### config.mk
export PLATFORM = sky130hd
export DESIGN_NAME = scpu_io_port
export DESIGN_NICKNAME = d
export VERILOG_FILES = /design/src/rtl/scpu_io_port.sv
export SDC_FILE = /design/constraint.sdc
export NUM_CORES = 1
export LEC_CHECK = 0
export CAP_MARGIN = 5
export CELL_PAD_IN_SITES_DETAIL_PLACEMENT = 2
export CELL_PAD_IN_SITES_GLOBAL_PLACEMENT = 2
export CORE_ASPECT_RATIO = 0.75
export CORE_UTILIZATION = 38
export CTS_CLUSTER_DIAMETER = 120
export DETAILED_ROUTE_END_ITERATION = 8
export PLACE_DENSITY_LB_ADDON = 0.12
export SLEW_MARGIN = 20
export SYNTH_ARGS = -nofsm -noshare
export SYNTH_HDL_FRONTEND = slang
export SYNTH_SLANG_ARGS = --single-unit
### constraint.sdc
create_clock -name clk -period 3.4 [get_ports clk]
set_clock_uncertainty 0.05 [all_clocks]
set_input_delay 0.34 -clock clk [delete_from_list [all_inputs] [get_ports clk]]
set_output_delay 0.34 -clock clk [all_outputs]
set_load 0.05 [all_outputs]
### src/rtl/scpu_io_port.sv
// scpu_io_port: CPU-facing I/O block with one holding register per external
// input channel (capture-once, drop-while-full) and an output FIFO written
// by the CPU and drained by an external consumer.
// Optional feature: define SCPU_IO_OVF_CNT_EN to build the saturating
// dropped-sample counter on ovf_cnt; otherwise ovf_cnt is tied to zero.
module scpu_io_port #(
    parameter int DATA_W     = 8,
    parameter int IN_CH      = 4,
    parameter int FIFO_DEPTH = 4,
    localparam int CH_W      = (IN_CH > 1) ? $clog2(IN_CH) : 1,
    localparam int CNT_W     = $clog2(FIFO_DEPTH) + 1
) (
    input  logic                    clk,
    input  logic                    rst,
    input  logic [IN_CH*DATA_W-1:0] ext_in,
    input  logic [IN_CH-1:0]        ext_in_valid,
    input  logic                    cpu_rd,
    input  logic                    cpu_wr,
    input  logic [CH_W-1:0]         cpu_sel,
    input  logic [DATA_W-1:0]       cpu_wdata,
    output logic [DATA_W-1:0]       cpu_rdata,
    output logic                    cpu_stall,
    output logic [DATA_W-1:0]       ext_out,
    output logic                    ext_out_valid,
    input  logic                    ext_out_ready,
    output logic [IN_CH-1:0]        in_pending,
    output logic [CNT_W-1:0]        fifo_count,
    output logic [7:0]              ovf_cnt
);

    localparam int PTR_W = $clog2(FIFO_DEPTH);

    logic [IN_CH-1:0]  pend_q, pend_d;
    logic [DATA_W-1:0] hold_q [IN_CH];
    logic [DATA_W-1:0] hold_d [IN_CH];
    logic [DATA_W-1:0] rdata_q, rdata_d;
    logic [PTR_W-1:0]  rd_ptr_q, rd_ptr_d;
    logic [PTR_W-1:0]  wr_ptr_q, wr_ptr_d;
    logic [CNT_W-1:0]  count_q, count_d;
    logic [DATA_W-1:0] mem [FIFO_DEPTH];

    logic [IN_CH-1:0]  sel_oh;
    logic [IN_CH-1:0]  rd_hit;
    logic              sel_pend;
    logic [DATA_W-1:0] sel_word;
    logic              full, empty;
    logic              rd_fire, wr_fire, pop;

    // Decode the CPU channel select; out-of-range selects match no channel
    always_comb begin
        sel_oh   = '0;
        sel_pend = 1'b0;
        sel_word = '0;
        for (int i = 0; i < IN_CH; i++) begin
            if (cpu_sel == CH_W'(i)) begin
                sel_oh[i] = 1'b1;
                sel_pend  = pend_q[i];
                sel_word  = hold_q[i];
            end
        end
    end

    assign full      = (count_q == CNT_W'(FIFO_DEPTH));
    assign empty     = (count_q == '0);
    assign cpu_stall = (cpu_rd & ~sel_pend) | (cpu_wr & full);
    assign rd_fire   = cpu_rd & ~cpu_stall;
    assign wr_fire   = cpu_wr & ~cpu_stall;
    assign pop       = ~empty & ext_out_ready;
    assign rd_hit    = sel_oh & {IN_CH{rd_fire}};

    // Holding registers: a completing read frees the slot in the same cycle,
    // so a sample arriving alongside it is captured rather than dropped
    always_comb begin
        pend_d  = pend_q;
        hold_d  = hold_q;
        rdata_d = rd_fire ? sel_word : rdata_q;
        for (int i = 0; i < IN_CH; i++) begin
            if (ext_in_valid[i] && (!pend_q[i] || rd_hit[i])) begin
                hold_d[i] = ext_in[i*DATA_W +: DATA_W];
                pend_d[i] = 1'b1;
            end else if (rd_hit[i]) begin
                pend_d[i] = 1'b0;
            end
        end
    end

    // FIFO pointers and occupancy; full is taken from the registered count
    always_comb begin
        rd_ptr_d = pop     ? rd_ptr_q + PTR_W'(1) : rd_ptr_q;
        wr_ptr_d = wr_fire ? wr_ptr_q + PTR_W'(1) : wr_ptr_q;
        count_d  = count_q;
        case ({wr_fire, pop})
            2'b10:   count_d = count_q + CNT_W'(1);
            2'b01:   count_d = count_q - CNT_W'(1);
            default: count_d = count_q;
        endcase
    end

    // Control and data state, cleared asynchronously by the active-low reset
    always_ff @(posedge clk or negedge rst) begin
        if (!rst) begin
            pend_q   <= '0;
            rdata_q  <= '0;
            rd_ptr_q <= '0;
            wr_ptr_q <= '0;
            count_q  <= '0;
            for (int i = 0; i < IN_CH; i++) hold_q[i] <= '0;
        end else begin
            pend_q   <= pend_d;
            rdata_q  <= rdata_d;
            rd_ptr_q <= rd_ptr_d;
            wr_ptr_q <= wr_ptr_d;
            count_q  <= count_d;
            hold_q   <= hold_d;
        end
    end

    // FIFO storage is left unreset; an empty FIFO never exposes it
    always_ff @(posedge clk) begin
        if (wr_fire) mem[wr_ptr_q] <= cpu_wdata;
    end

    assign cpu_rdata     = rdata_q;
    assign ext_out       = empty ? '0 : mem[rd_ptr_q];
    assign ext_out_valid = ~empty;
    assign in_pending    = pend_q;
    assign fifo_count    = count_q;

`ifdef SCPU_IO_OVF_CNT_EN
    logic [4:0] drops;
    logic [8:0] ovf_sum;
    logic [7:0] ovf_q, ovf_d;

    // Count samples dropped this cycle across all channels and saturate at 255
    always_comb begin
        drops = '0;
        for (int i = 0; i < IN_CH; i++) begin
            drops = drops + 5'(ext_in_valid[i] & pend_q[i] & ~rd_hit[i]);
        end
        ovf_sum = {1'b0, ovf_q} + 9'(drops);
        ovf_d   = ovf_sum[8] ? 8'hFF : ovf_sum[7:0];
    end

    // Overflow counter register
    always_ff @(posedge clk or negedge rst) begin
        if (!rst) ovf_q <= '0;
        else      ovf_q <= ovf_d;
    end

    assign ovf_cnt = ovf_q;
`else
    assign ovf_cnt = '0;
`endif

endmodule

==> impl_results.md, run 1 <==
- Status: completed
- Maximum clock frequency: 343 MHz
- Post-synthesis register bit count: 83
- Final instance area: 4880 sq um
- IO Port Bufs: 75
- VDD IR max: 0.515 mV
- Die W: 116 um
- First-pass GRT wire length: 13700 um
- Vias in the first global route: 2437
- Ratio of cells with drive above 1 in the final layout: 29.5%
- Max Cap Viol: 0
- Top-count cell post-synth: dfrtp_1
- Critical path type: reg2out
- Synth Warn #: 0
- Routed Wire Length: 8500 um
- Initial Utilization: 40.2%
- Initial antenna violation count: 0
- P&R area growth vs syn: 31.1%
- Post-synth EDFFs: 32
- Max Buffers Root-to-Sink: 2
- Worst hold path class: in2async
- Worst skew pair latency: 330 ps
- Pwr per Cell Area: 882 nW/um^2
- Worst-margin pin slew: 825 ps
- Grt peak-use layer: met2
- Detail Route Antenna Nets: 0
- Reg2reg path depth: 11
- Unrepaired setup endpoints after global routing: false
- GP Congestion: 0.705
- Clock sink total: 83
- Area leader, netlist: dfrtp_1
- Yosys cell types: 34
- Final period util: 85.7%
- Row count: 30
- Final hold violations: 0
- Overall routing resource usage: 19.1%
- Startpoint types: register
- Starting DRT DRC Count: 72
- Top cells by count, synth: dfrtp_1, mux2_2, edfxtp_1
- Post-detail-place hpwl: 6250 um
- Final Slew Violations: 0
- Met2 Use GR: 30.6%
- Die height: 87.7 um
- Final net count: 357
- Leakage Power: 1.89 nW
- Root Buffer: clkbuf_16
- Post-Syn Area: 3720 sq um
- Largest net degree at the start of global routing: 36
- Share of synthesized flip-flops with an asynchronous set or reset: 61.4%
- Hold_buf cts: 0
- TritonCTS Buffers: 9
- Met1 Track Usage GR: 25.2%
- Yosys top cell area share: 34.3%
- Mapped Cells: 219
- Top post-synthesis cells by area: dfrtp_1, edfxtp_1, mux2_2
- CTS tree: built
- Worst slew margin: 45.0%
- Worst EP required: 3010 ps
- Crit path DAT: 2520 ps
- Die area: 10200 sq um
- Average size of a mapped cell: 17.0 sq um
- Initial DRT Pass Iterations: 4
- Ports: 84
- Global Route met3 Usage: 5.47%
- Core Region: 9270 sq um
- Crit-path max FO: 10
- Congestion Overflow GR: 0
- Sequential share of the synthesized area: 60.1%
- Critical path capture point type: output pin
- Fin crit period: 2910 ps
- DRC: 0
- Fill count: 854
- CTS resizes: 0
- H-tree levels: 3
- Clk pin slew, worst setup/hold paths: 60 ps
- Ys flop type: dfrtp_1
- Post-CTS Setup Bufs: 0
- Ant. Diodes: 0
- Placed inst area: 4560 sq um
- Final setup TNS: 0 ps
- WL/cell: 19.6 um
- Final setup vio count: 0
- Vias: 2112
- Via density: 4.88
## area by class of cell
class	count	area [sq um]	area share, %
clock inverter	3	42.5	0.871
tap	128	160	3.28
timing repair buffer	79	773	15.8
sequential	83	2240	45.8
inverter	8	30.0	0.615
clock buffer	13	283	5.79
multi-input combinational	119	1360	27.8
## metrics by stage
step                utilization, %  hold WS (ps)  worst slack [ps]  power, mW  std cells
floorplan                        -         -5.59               625       2.73        226
global placement              49.2           439               613       3.24        417
detailed placement            49.2           445               503       3.31        417
CTS                           52.7          79.6               424       4.37        433
global route                  52.7           102               353       4.53        433
finish                        52.7          52.0               485       4.31        433
## logic make-up after synthesis
family                     count (synthesis)  synth area share [%]
AOI/OAI and AO/OA                          6                  2.29
and+or+nand+nor                           33                  5.98
other                                      1                 0.101
DFF                                       83                  60.1
xor gates and xnor gates                   6                  1.41
muxes                                     60                  23.8
buffers and inverters                     24                  4.17
adders and majority gates                  6                  2.22
## worst max-delay path, stage by stage (launching register included)
cell,delay [ps]
dfrtp_1,730
mux4_2,580
and2_1,180
clkdlybuf4s50_1,700
## power by group
group          internal (mW)  total [mW]  switching (mW)  leakage (nW)
Clock                  0.657        1.03           0.375         0.156
Combinational          0.755        1.71           0.952         0.856
Sequential              1.35        1.57           0.218         0.882
## worst paths after layout
| check | slack (ps) | endpoint | startpoint |
|---|---|---|---|
| setup / recovery | 490 | ext_out[0] | rd_ptr_q[0] |
| hold / removal | 50 | cpu_rdata[3] | rst |
| setup reg to reg | 1020 | fifo_count[2] | in_pending[3] |
| hold reg to reg | 450 | hold_q[20] | hold_q[20] |
| max in group asynchronous | 2490 | hold_q[18] | rst |
| min in group clk | 450 | hold_q[20] | hold_q[20] |
## cell usage in the layout, fill, tap and decap left out, drive strengths merged
| cell type | instances |
|---|---|
| clkdlybuf4s50 | 73 |
| dfrtp | 51 |
| mux2 | 43 |
| edfxtp | 32 |
| mux4 | 16 |
| and2 | 16 |
| clkbuf | 13 |
| inv | 8 |
| conb | 8 |
| buf | 6 |
| ha | 5 |
| xnor2 | 4 |
| nand2 | 4 |
| or2b | 3 |
| nand2b | 2 |
| nor2 | 2 |
| o21ai | 2 |
| xor2 | 2 |
| o31ai | 2 |
| or3 | 1 |
| and4bb | 1 |
| o22ai | 1 |
| or2 | 1 |
| nand3 | 1 |
| nor3 | 1 |
| mux2i | 1 |
| o41ai | 1 |
| nand3b | 1 |
| fa | 1 |
| clkinv | 1 |
| bufinv | 1 |
| clkinvlp | 1 |
## sequential cells by signal, summed over array words and instances (netlist names)
| name | flops |
|---|---|
| wr_ptr_q | 2 |
| cpu_rdata | 8 |
| hold_q | 32 |
| mem | 32 |
| in_pending | 4 |
| rd_ptr_q | 2 |
| fifo_count | 3 |
## routing by layer
metal,vias up,wire (um)
li1,950,-
met1,1096,3910
met2,57,4140
met3,9,360
met4,0,95
met5,-,0
(Power assumes the default switching activity.)
==> run 2: changes to the inputs <==
- ABC_AREA: default -> 0
- GPL_TIMING_DRIVEN: default -> 0
==> impl_results.md, run 2 (same netlist as run 1, synthesis figures left out) <==
- Status: completed (unchanged)
- Sequential fraction of design power: 35.8% (was 36.4%)
- Net switching power of the design: 1.54 mW (about the same)
- Routed Wire Length: 8790 um (was 8500 um)
- Initial DRT Pass Iterations: 4 (unchanged)
- Clock sink total: 83 (unchanged)
- Reg2reg path depth: 9 (was 11)
- Setup slack after layout: 538 ps (was 485 ps)
- Vias: 2164 (was 2112)
- Pint: 2.69 mW (was 2.76 mW)
- CTS tree: built (unchanged)
- Starting DRT DRC Count: 67 (was 72)
- Most common cell after layout, fill and taps aside: clkdlybuf4s50_1 (unchanged)
- Fin crit period: 2860 ps (was 2910 ps)
- IO Port Bufs: 75 (unchanged)
- Final period util: 84.2% (was 85.7%)
- Clock network fraction of design power: 22.0% (was 24.0%)
- First-pass GRT wire length: 14000 um (was 13700 um)
- Maximum clock frequency: 349 MHz (was 343 MHz)
- Worst EP required: 3010 ps (about the same)
- Final setup vio count: 0 (unchanged)
- Flop2flop setup slack: 910 ps (was 1020 ps)
- Die height: 87.7 um (unchanged)
- Worst skew pair latency: 340 ps (was 330 ps)
- Crit-path max FO: 5 (was 10)
- Worst slew margin: 55.4% (was 45.0%)
- WL/cell: 19.7 um (was 19.6 um)
- Crit path DAT: 2470 ps (was 2520 ps)
- VDD IR max: 0.443 mV (was 0.515 mV)
- Post-detail-place hpwl: 6090 um (was 6250 um)
- Core Region: 9270 sq um (unchanged)
- Largest net degree at the start of global routing: 52 (was 36)
- Startpoint types: primary input (was register)
- P&R area growth vs syn: 32.8% (was 31.1%)
- Most frequent cells in the layout: clkdlybuf4s50_1, dfrtp_1, mux2_2 (unchanged)
- Unrepaired setup endpoints after global routing: false (unchanged)
- Leakage Power: 1.93 nW (was 1.89 nW)
- Pre-CTS setup slack: 365 ps (was 503 ps)
- Reg-to-Reg End: fifo_count[2] (unchanged)
- Ratio of cells with drive above 1 in the final layout: 29.9% (was 29.5%)
- Pwr per Cell Area: 856 nW/um^2 (was 882 nW/um^2)
- Critical path capture point type: output pin (unchanged)
- TritonCTS Buffers: 9 (unchanged)
- Placed inst area: 4660 sq um (was 4560 sq um)
- Hold Crit Start: hold_q[4]
- CTS resizes: 0 (unchanged)
- Overall routing resource usage: 19.7% (was 19.1%)
- Start point of the critical path: cpu_sel[1] (was rd_ptr_q[0])
- Ant. Diodes: 0 (unchanged)
- Worst-margin pin slew: 668 ps (was 825 ps)
- Final hold violations: 0 (unchanged)
- Vias in the first global route: 2415 (was 2437)
- GP Congestion: 0.675 (was 0.705)
- Max Cap Viol: 0 (unchanged)
- Initial antenna violation count: 0 (unchanged)
- Die area: 10200 sq um (unchanged)
- Hold Path Cell Cnt: 1
- Final net count: 370 (was 357)
- Hold_ws: 452 ps (was 52.0 ps)
- Detail Route Antenna Nets: 0 (unchanged)
- Worst hold path class: reg2reg (was in2async)
- Max Buffers Root-to-Sink: 2 (unchanged)
- Root Buffer: clkbuf_16 (unchanged)
- Ports: 84 (unchanged)
- Congestion Overflow GR: 0 (unchanged)
- Final Slew Violations: 0 (unchanged)
- Via density: 4.85 (was 4.88)
- H-tree levels: 3 (unchanged)
- Sw Share: 36.5% (was 35.9%)
- Final setup TNS: 0 ps (unchanged)
- Row count: 30 (unchanged)
- Final instance area: 4950 sq um (was 4880 sq um)
- Combinational group share of total power: 42.2% (was 39.6%)
- Critical path type: in2out (was reg2out)
- WHS Endpoint: hold_q[4]
- Initial Utilization: 40.2% (unchanged)
- DRC: 0 (unchanged)
- Clk pin slew, worst setup/hold paths: 60 ps (about the same)
- FF-to-FF Start: fifo_count[0] (was in_pending[3])
- Die W: 116 um (unchanged)
## run 2: cell types whose count changed in the layout (fill, tap and decap cells not counted)
cell / delta
buf_4: +5
buf_6: +4
clkbuf_1: +3
clkinv_1: +3
clkbuf_16: -2
clkdlybuf4s50_1: +1
clkinv_2: -1
clkinvlp_4: -1
dlygate4sd3_1: +1
## run 2: power groups by stage
stage / Sequential, mW / Clock (mW) / Combinational (mW)
after global routing: 1.55 / 1.00 / 1.91
after floorplan: 1.72 / 0 / 1.01
after CTS: 1.52 / 0.967 / 1.81
final: 1.52 / 0.930 / 1.79
after global placement: 1.51 / 0 / 1.74
after detailed placement: 1.53 / 0 / 1.79
## run 2: worst max path at each step
stage,to,slack [ps],depth (start not counted)
3_5_place_dp,fifo_count[2],360,12
3_3_place_gp,hold_q[13],280,1
4_1_cts,cpu_stall,510,6
2_1_floorplan,fifo_count[2],620,9
6_report,cpu_stall,540,5
5_1_grt,cpu_stall,410,6
## run 2: cell type report
| type | count | area, sq um |
|---|---|---|
| plain buffers | 16 | 125 |
| clock buffers | 12 | 236 |
| clock inverters | 4 | 41.3 |
| fillers | 842 | 4330 |
| inverters | 8 | 30.0 |
| multi-input cells | 119 | 1360 |
| flip-flops and latches | 83 | 2240 |
| well taps | 128 | 160 |
| repair buffers | 76 | 758 |
## run 2: timing repair
action,in CTS,in global routing
setup buffers,0,0
hold buffers,1,0
endpoints found under the hold margin,15,0
## run 2: per-stage QoR
step	utilization, %	cells	power [mW]
2_1_floorplan	-	226	2.73
3_3_place_gp	50.3	429	3.25
3_5_place_dp	50.2	429	3.33
4_1_cts	53.3	446	4.30
5_1_grt	53.3	446	4.46
6_report	53.3	446	4.23
## run 2: worst max-delay path, cell delays in order
cell and delay (ps):
clkdlybuf4s50_1 590, mux2_2 390, o22ai_4 210, or2_2 150, clkdlybuf4s50_1 790
## run 2: routing by layer
metal	vias to the layer above	global-route usage (%)	wire, um	part of all wire, %
li1	970	-	-	-
met1	1127	25.6	3950	45
met2	59	31.8	4250	48
met3	8	6.30	491	5.6
met4	0	5.59	100	1.1
met5	-	0	0	0
==> run 3: changes to the inputs <==
- CORE_UTILIZATION: 38 -> 32
- clock period: 3.4 -> 2.6 ns (I/O delays scaled with it)
==> impl_results.md, run 3 (same netlist as run 1, synthesis figures left out) <==
- Core Region: 11100 sq um (was 9270 sq um)
- Worst EP required: 2290 ps (was 3010 ps)
- Die W: 127 um (was 116 um)
- Worst-margin pin slew: 671 ps (was 668 ps)
- Startpoint types: register (was primary input)
- Most frequent cells in the layout: clkdlybuf4s50_1, dfrtp_1, mux2_2 (unchanged)
- Sequential fraction of design power: 35.8% (about the same)
- Post-detail-place hpwl: 6120 um (was 6090 um)
- Post-CTS Setup Bufs: 0 (unchanged)
- Maximum clock frequency: 410 MHz
- Final hold violations: 0 (unchanged)
- Final setup vio count: 0 (unchanged)
- Ratio of cells with drive above 1 in the final layout: 32.1% (was 29.9%)
- Leakage Power: 1.99 nW (was 1.93 nW)
- DRC: 0 (unchanged)
- IO Port Bufs: 75 (unchanged)
- Routed Wire Length: 8570 um (was 8790 um)
- Congestion Overflow GR: 0 (unchanged)
- Crit path DAT: 2130 ps (was 2470 ps)
- P&R area growth vs syn: 33.9% (was 32.8%)
- Post-layout util: 44.9% (was 53.3%)
- Status: completed (unchanged)
- Max Cap Viol: 0 (unchanged)
- Overall routing resource usage: 15.6% (was 19.7%)
- Via density: 4.68 (was 4.85)
- Fin crit period: 2440 ps
- Critical path type: reg2out (was in2out)
- Combinational group share of total power: 40.7% (was 42.2%)
- WL/cell: 18.7 um (was 19.7 um)
- Seq. cell area: 2240 sq um (unchanged)
- Final period util: 93.8%
- Clk pin slew, worst setup/hold paths: 60 ps (about the same)
- Ports: 84 (unchanged)
- Worst skew pair latency: 340 ps (about the same)
- Detail Route Antenna Nets: 0 (unchanged)
- Max Buffers Root-to-Sink: 2 (unchanged)
- Most common cell after layout, fill and taps aside: clkdlybuf4s50_1 (unchanged)
- Die area: 12100 sq um (was 10200 sq um)
- Net switching power of the design: 2.04 mW (was 1.54 mW)
- Fill count: 1079 (was 842)
- Die height: 95.4 um (was 87.7 um)
- Hold_ws: 389 ps (was 452 ps)
- Final setup TNS: 0 ps (unchanged)
- CTS tree: built (unchanged)
- Vias in the first global route: 2420 (was 2415)
- Multi-input gate area: 1360 sq um (about the same)
- Clock network fraction of design power: 23.5% (was 22.0%)
- VDD IR max: 0.389 mV (was 0.443 mV)
- Final net count: 370 (unchanged)
- Initial DRT Pass Iterations: 3 (was 4)
- Root Buffer: clkbuf_16 (unchanged)
- Starting DRT DRC Count: 91 (was 67)
- Unrepaired setup endpoints after global routing: false (unchanged)
- Largest net degree at the start of global routing: 52 (unchanged)
- Sw Share: 36.9% (was 36.5%)
- Initial antenna violation count: 0 (unchanged)
- Clock sink total: 83 (unchanged)
- Critical path capture point type: output pin (unchanged)
- Row count: 33 (was 30)
- Pwr per Cell Area: 1110 nW/um^2 (was 856 nW/um^2)
- Initial Utilization: 33.5% (was 40.2%)
- Final Slew Violations: 0 (unchanged)
- Worst hold path class: in2reg (was reg2reg)
- Crit-path max FO: 10 (was 5)
- H-tree levels: 3 (unchanged)
- GP Congestion: 0.692 (was 0.675)
- TritonCTS Buffers: 9 (unchanged)
- Vias: 2142 (was 2164)
- Worst slew margin: 55.3% (was 55.4%)
- Ant. Diodes: 0 (unchanged)
- First-pass GRT wire length: 13400 um (was 14000 um)
- Pint: 3.48 mW (was 2.69 mW)
run 3: changes by cell type in the layout (fill, tap and decap cells not counted), moves of 2 or more:
cell / before / now
dlygate4sd2_1: 0 / 9
clkinv_1: 3 / 0
clkbuf_1: 5 / 2
dlymetal6s2s_1: 0 / 2
clkdlybuf4s50_1: 74 / 63
run 3: per-layer routing:
metal	vias to the layer above	GRT usage [%]	wire length, um
met4	0	5.72	121
met1	1106	20.2	4060
met5	-	0	0
met2	51	25.0	4030
met3	12	4.49	370
li1	973	-	-
run 3: worst paths after layout:
path / startpoint / to / slack, ps / cells after the start
min reg2reg: hold_q[28] / hold_q[28] / 460 / 1
max reg2reg: in_pending[3] / fifo_count[2] / 270 / 10
min in group asynchronous: rst / in_pending[1] / 460 / 2
max: rd_ptr_q[0] / ext_out[0] / 160 / 4
max in group asynchronous: rst / cpu_rdata[3] / 1600 / 2
min: cpu_sel[1] / in_pending[2] / 390 / 4
run 3: power by group through the flow:
| stage | logic (mW) | clock network (mW) | registers [mW] |
|---|---|---|---|
| after global routing | 2.40 | 1.38 | 2.03 |
| after global placement | 2.30 | 0 | 1.98 |
| after detailed placement | 2.35 | 0 | 2.00 |
| after floorplan | 1.32 | 0 | 2.25 |
| after CTS | 2.30 | 1.33 | 1.98 |
| final | 2.25 | 1.30 | 1.98 |
run 3: per-stage QoR:
stage	worst slack [ps]	cell area [sq um]	power [mW]	instances
after floorplan	116	3750	3.57	226
after global placement	-501	4680	4.28	441
after detailed placement	-283	4670	4.35	441
after CTS	8.28	4980	5.62	458
after global routing	30.8	4990	5.80	458
final	161	4990	5.52	458
run 3: final cells by class:
| type | count | share of cell area, % |
|---|---|---|
| multi-input combinational | 119 | 27.3 |
| clock inverter | 5 | 1.20 |
| inverter | 8 | 0.602 |
| tap | 140 | 3.51 |
| timing repair buffer | 76 | 15.1 |
| buffer | 16 | 2.61 |
| sequential | 83 | 44.9 |
| clock buffer | 11 | 4.87 |
run 3: repair_timing:
item / 4_1_cts / 5_1_grt
setup endpoints to repair: 10 / 2
endpoints found under the hold margin: 51 / 0
hold buffers: 1 / 0
resized for setup: 10 / 3
run 3: worst max-delay path, cell delays in order (launching register included):
cell	delay [ps]
dfrtp_1	320
buf_2	330
mux4_2	550
and2_1	170
dlygate4sd2_1	410
==> RTL edit: new RTL, flow settings as in run 3 <==
Add a define of `SCPU_IO_OVF_CNT_EN`.
--- a/src/rtl/scpu_io_port.sv
+++ b/src/rtl/scpu_io_port.sv
@@ -3,6 +3,8 @@
 // by the CPU and drained by an external consumer.
 // Optional feature: define SCPU_IO_OVF_CNT_EN to build the saturating
 // dropped-sample counter on ovf_cnt; otherwise ovf_cnt is tied to zero.
+`define SCPU_IO_OVF_CNT_EN
+
 module scpu_io_port #(
     parameter int DATA_W     = 8,
     parameter int IN_CH      = 4,
Check against the original RTL: not equivalent (Yosys sat finds a counterexample within 4 cycles, from zero or initial values and one cycle with rst low).
==> RTL edit against run 3 <==
  * The flow now finishes with violations (negative setup slack)
  * Fmax is 26% lower
  * Via count is 22% higher
  * Critical path depth up 10
  * Utilization is 1.3 points higher
  * Sequential cell count increased by 8
  * Area after synthesis up 13%
  * Worst setup slack got worse by 0.88 ns
  * Non-clock buffer count rose by 15
  * Synthesized cell count rose by 22%
  * Cell area up 16%
  * Cell count increased by 20%
  * Routed wire length grew 20%
  * Power is 21% higher
  * Largest cell class unchanged
  * Largest power group unchanged
  * Highest routed layer unchanged
==> RTL edit: results (changes against run 3) <==
[synthesis]
async_reset_ff_frac=0.6484  ; +0.03389
synth_edf_count=32  ; unchanged
yosysSeqAreaShare=0.5799  ; -0.02087
ys_seq_elements=91  ; +9.6%
synth_area_leaders=dfrtp_1 (35%), edfxtp_1 (23%), mux2_2 (9.4%)
yosys-top-cells-count=dfrtp_1 (59), mux2_2 (35), edfxtp_1 (32), inv_1 (18)

[finish]
nets=443  ; +20%
clkCellAreaFrac=0.04774  ; -0.01297
drive_gt1_frac=0.3438  ; +0.02300
seq_share=0.4219  ; -0.02667
nNonClkInverters=18  ; +10
area_share_nonclk_buffers=0.1793  ; +0.002435
buffers=107  ; +16%
fillers=1218  ; +13%
multi_input_area_share=0.3035  ; +0.03082
clock_buffers=14  ; +3
multi_input_cells=152  ; +28%

[timing]
relSlewSlack=0.5872  ; +0.03433
setup_ws_ns=-0.7179  ; -0.8786 ns
setup_viol=8  ; +8

[drt]
drt_iter0_drc=71  ; -22%
dr.pass1.iters=4  ; +1
vias_per_cell=4.742  ; +1.4%
wl_per_cell_um=18.70  ; about the same

[power_and_ir_drop]
p_clk_mw=1.23  ; -5%
switchingPower_mw=2.620  ; +29%
vdd_drop_max_mv=0.5430  ; +40%
internal_power_mw=4.073  ; +17%
p_leak_nw=2.327  ; +17%
comb_power_share=0.475  ; +0.068

[setup_path]
cpMaxStageDelayCell=fa_1
max_stage_delay_ns=0.49  ; -0.06 ns
critPathArrivalTime_ns=3.50  ; +1.37 ns
reg2reg_depth=14  ; +4
path_max_fanout=4  ; -6

[status]
status=complete, but fails checks
violations=negative setup slack

[clocking]
cts_setup_buffers=14  ; +14
post_cts_resized=18  ; +8
clock_tree.buffer_depth=2  ; unchanged

[placed_design]
port_buffers=82  ; +9.3%
place.gp.congestion=0.6938  ; +0.23%
place_ws_ns=-1.163  ; -0.8806 ns
hpwlAfterDp_um=7197  ; +18%

[global_route]
grt_pass1_vias=2972  ; +23%
grt_pass1_wl_um=16330  ; +22%
grt_max_degree=45  ; -13%

[worst_hold_path]
holdPathStages=3  ; -1

## RTL edit: cell families (layout without fill, tap and decap cells)
family / after synthesis / after routing / share of synthesized area
AND/OR/NAND/NOR: 54 / 54 / 0.07830
flip-flops: 91 / 91 / 0.5799
XOR/XNOR: 9 / 9 / 0.01875
adder cells (fa/ha/maj): 13 / 13 / 0.04406
buffers and inverters: 25 / 141 / 0.02888
multiplexers: 60 / 60 / 0.2117
AO/OA/AOI/OAI: 16 / 16 / 0.03840
## RTL edit: worst max-delay path, delay by kind of cell (launching register included)
kind / cells / cell delay [ns]
AO/OA/AOI/OAI: 2 / 0.22
adder cells (fa/ha/maj): 4 / 1.25
buffers and inverters: 3 / 0.14
flip-flops: 1 / 0.43
multiplexers: 1 / 0.32
AND/OR/NAND/NOR: 4 / 0.79
## RTL edit: per-layer routing
layer,GRT usage,up-vias,share of wire
met5,0,-,0
met4,0.04927,0,0.0099
met1,0.2042,1354,0.45
met3,0.05405,9,0.051
li1,-,1190,-
met2,0.2714,55,0.49
## RTL edit: worst paths after layout
check                                   start            end  slack (ns)
min in group asynchronous                 rst  fifo_count[0]        0.29
worst min register to register     hold_q[15]     hold_q[15]        0.45
worst min-delay path               cpu_sel[0]  in_pending[0]        0.18
max in group asynchronous                 rst  in_pending[2]        1.69
worst max-delay path            fifo_count[0]     ovf_cnt[6]       -0.72
worst max register to register  fifo_count[0]     ovf_cnt[6]       -0.72
## RTL edit: stage by stage
step | instance area [um2] | hold slack [ns] | TNS (ns) | cells
after floorplan | 4277 | -0.08559 | -4.703 | 268
after global placement | 5305 | 0.4350 | -62.49 | 516
after detailed placement | 5330 | 0.1070 | -8.408 | 517
after CTS | 5746 | 0.1787 | -4.851 | 548
after global routing | 5792 | 0.1915 | -6.017 | 550
final | 5792 | 0.1827 | -5.028 | 550
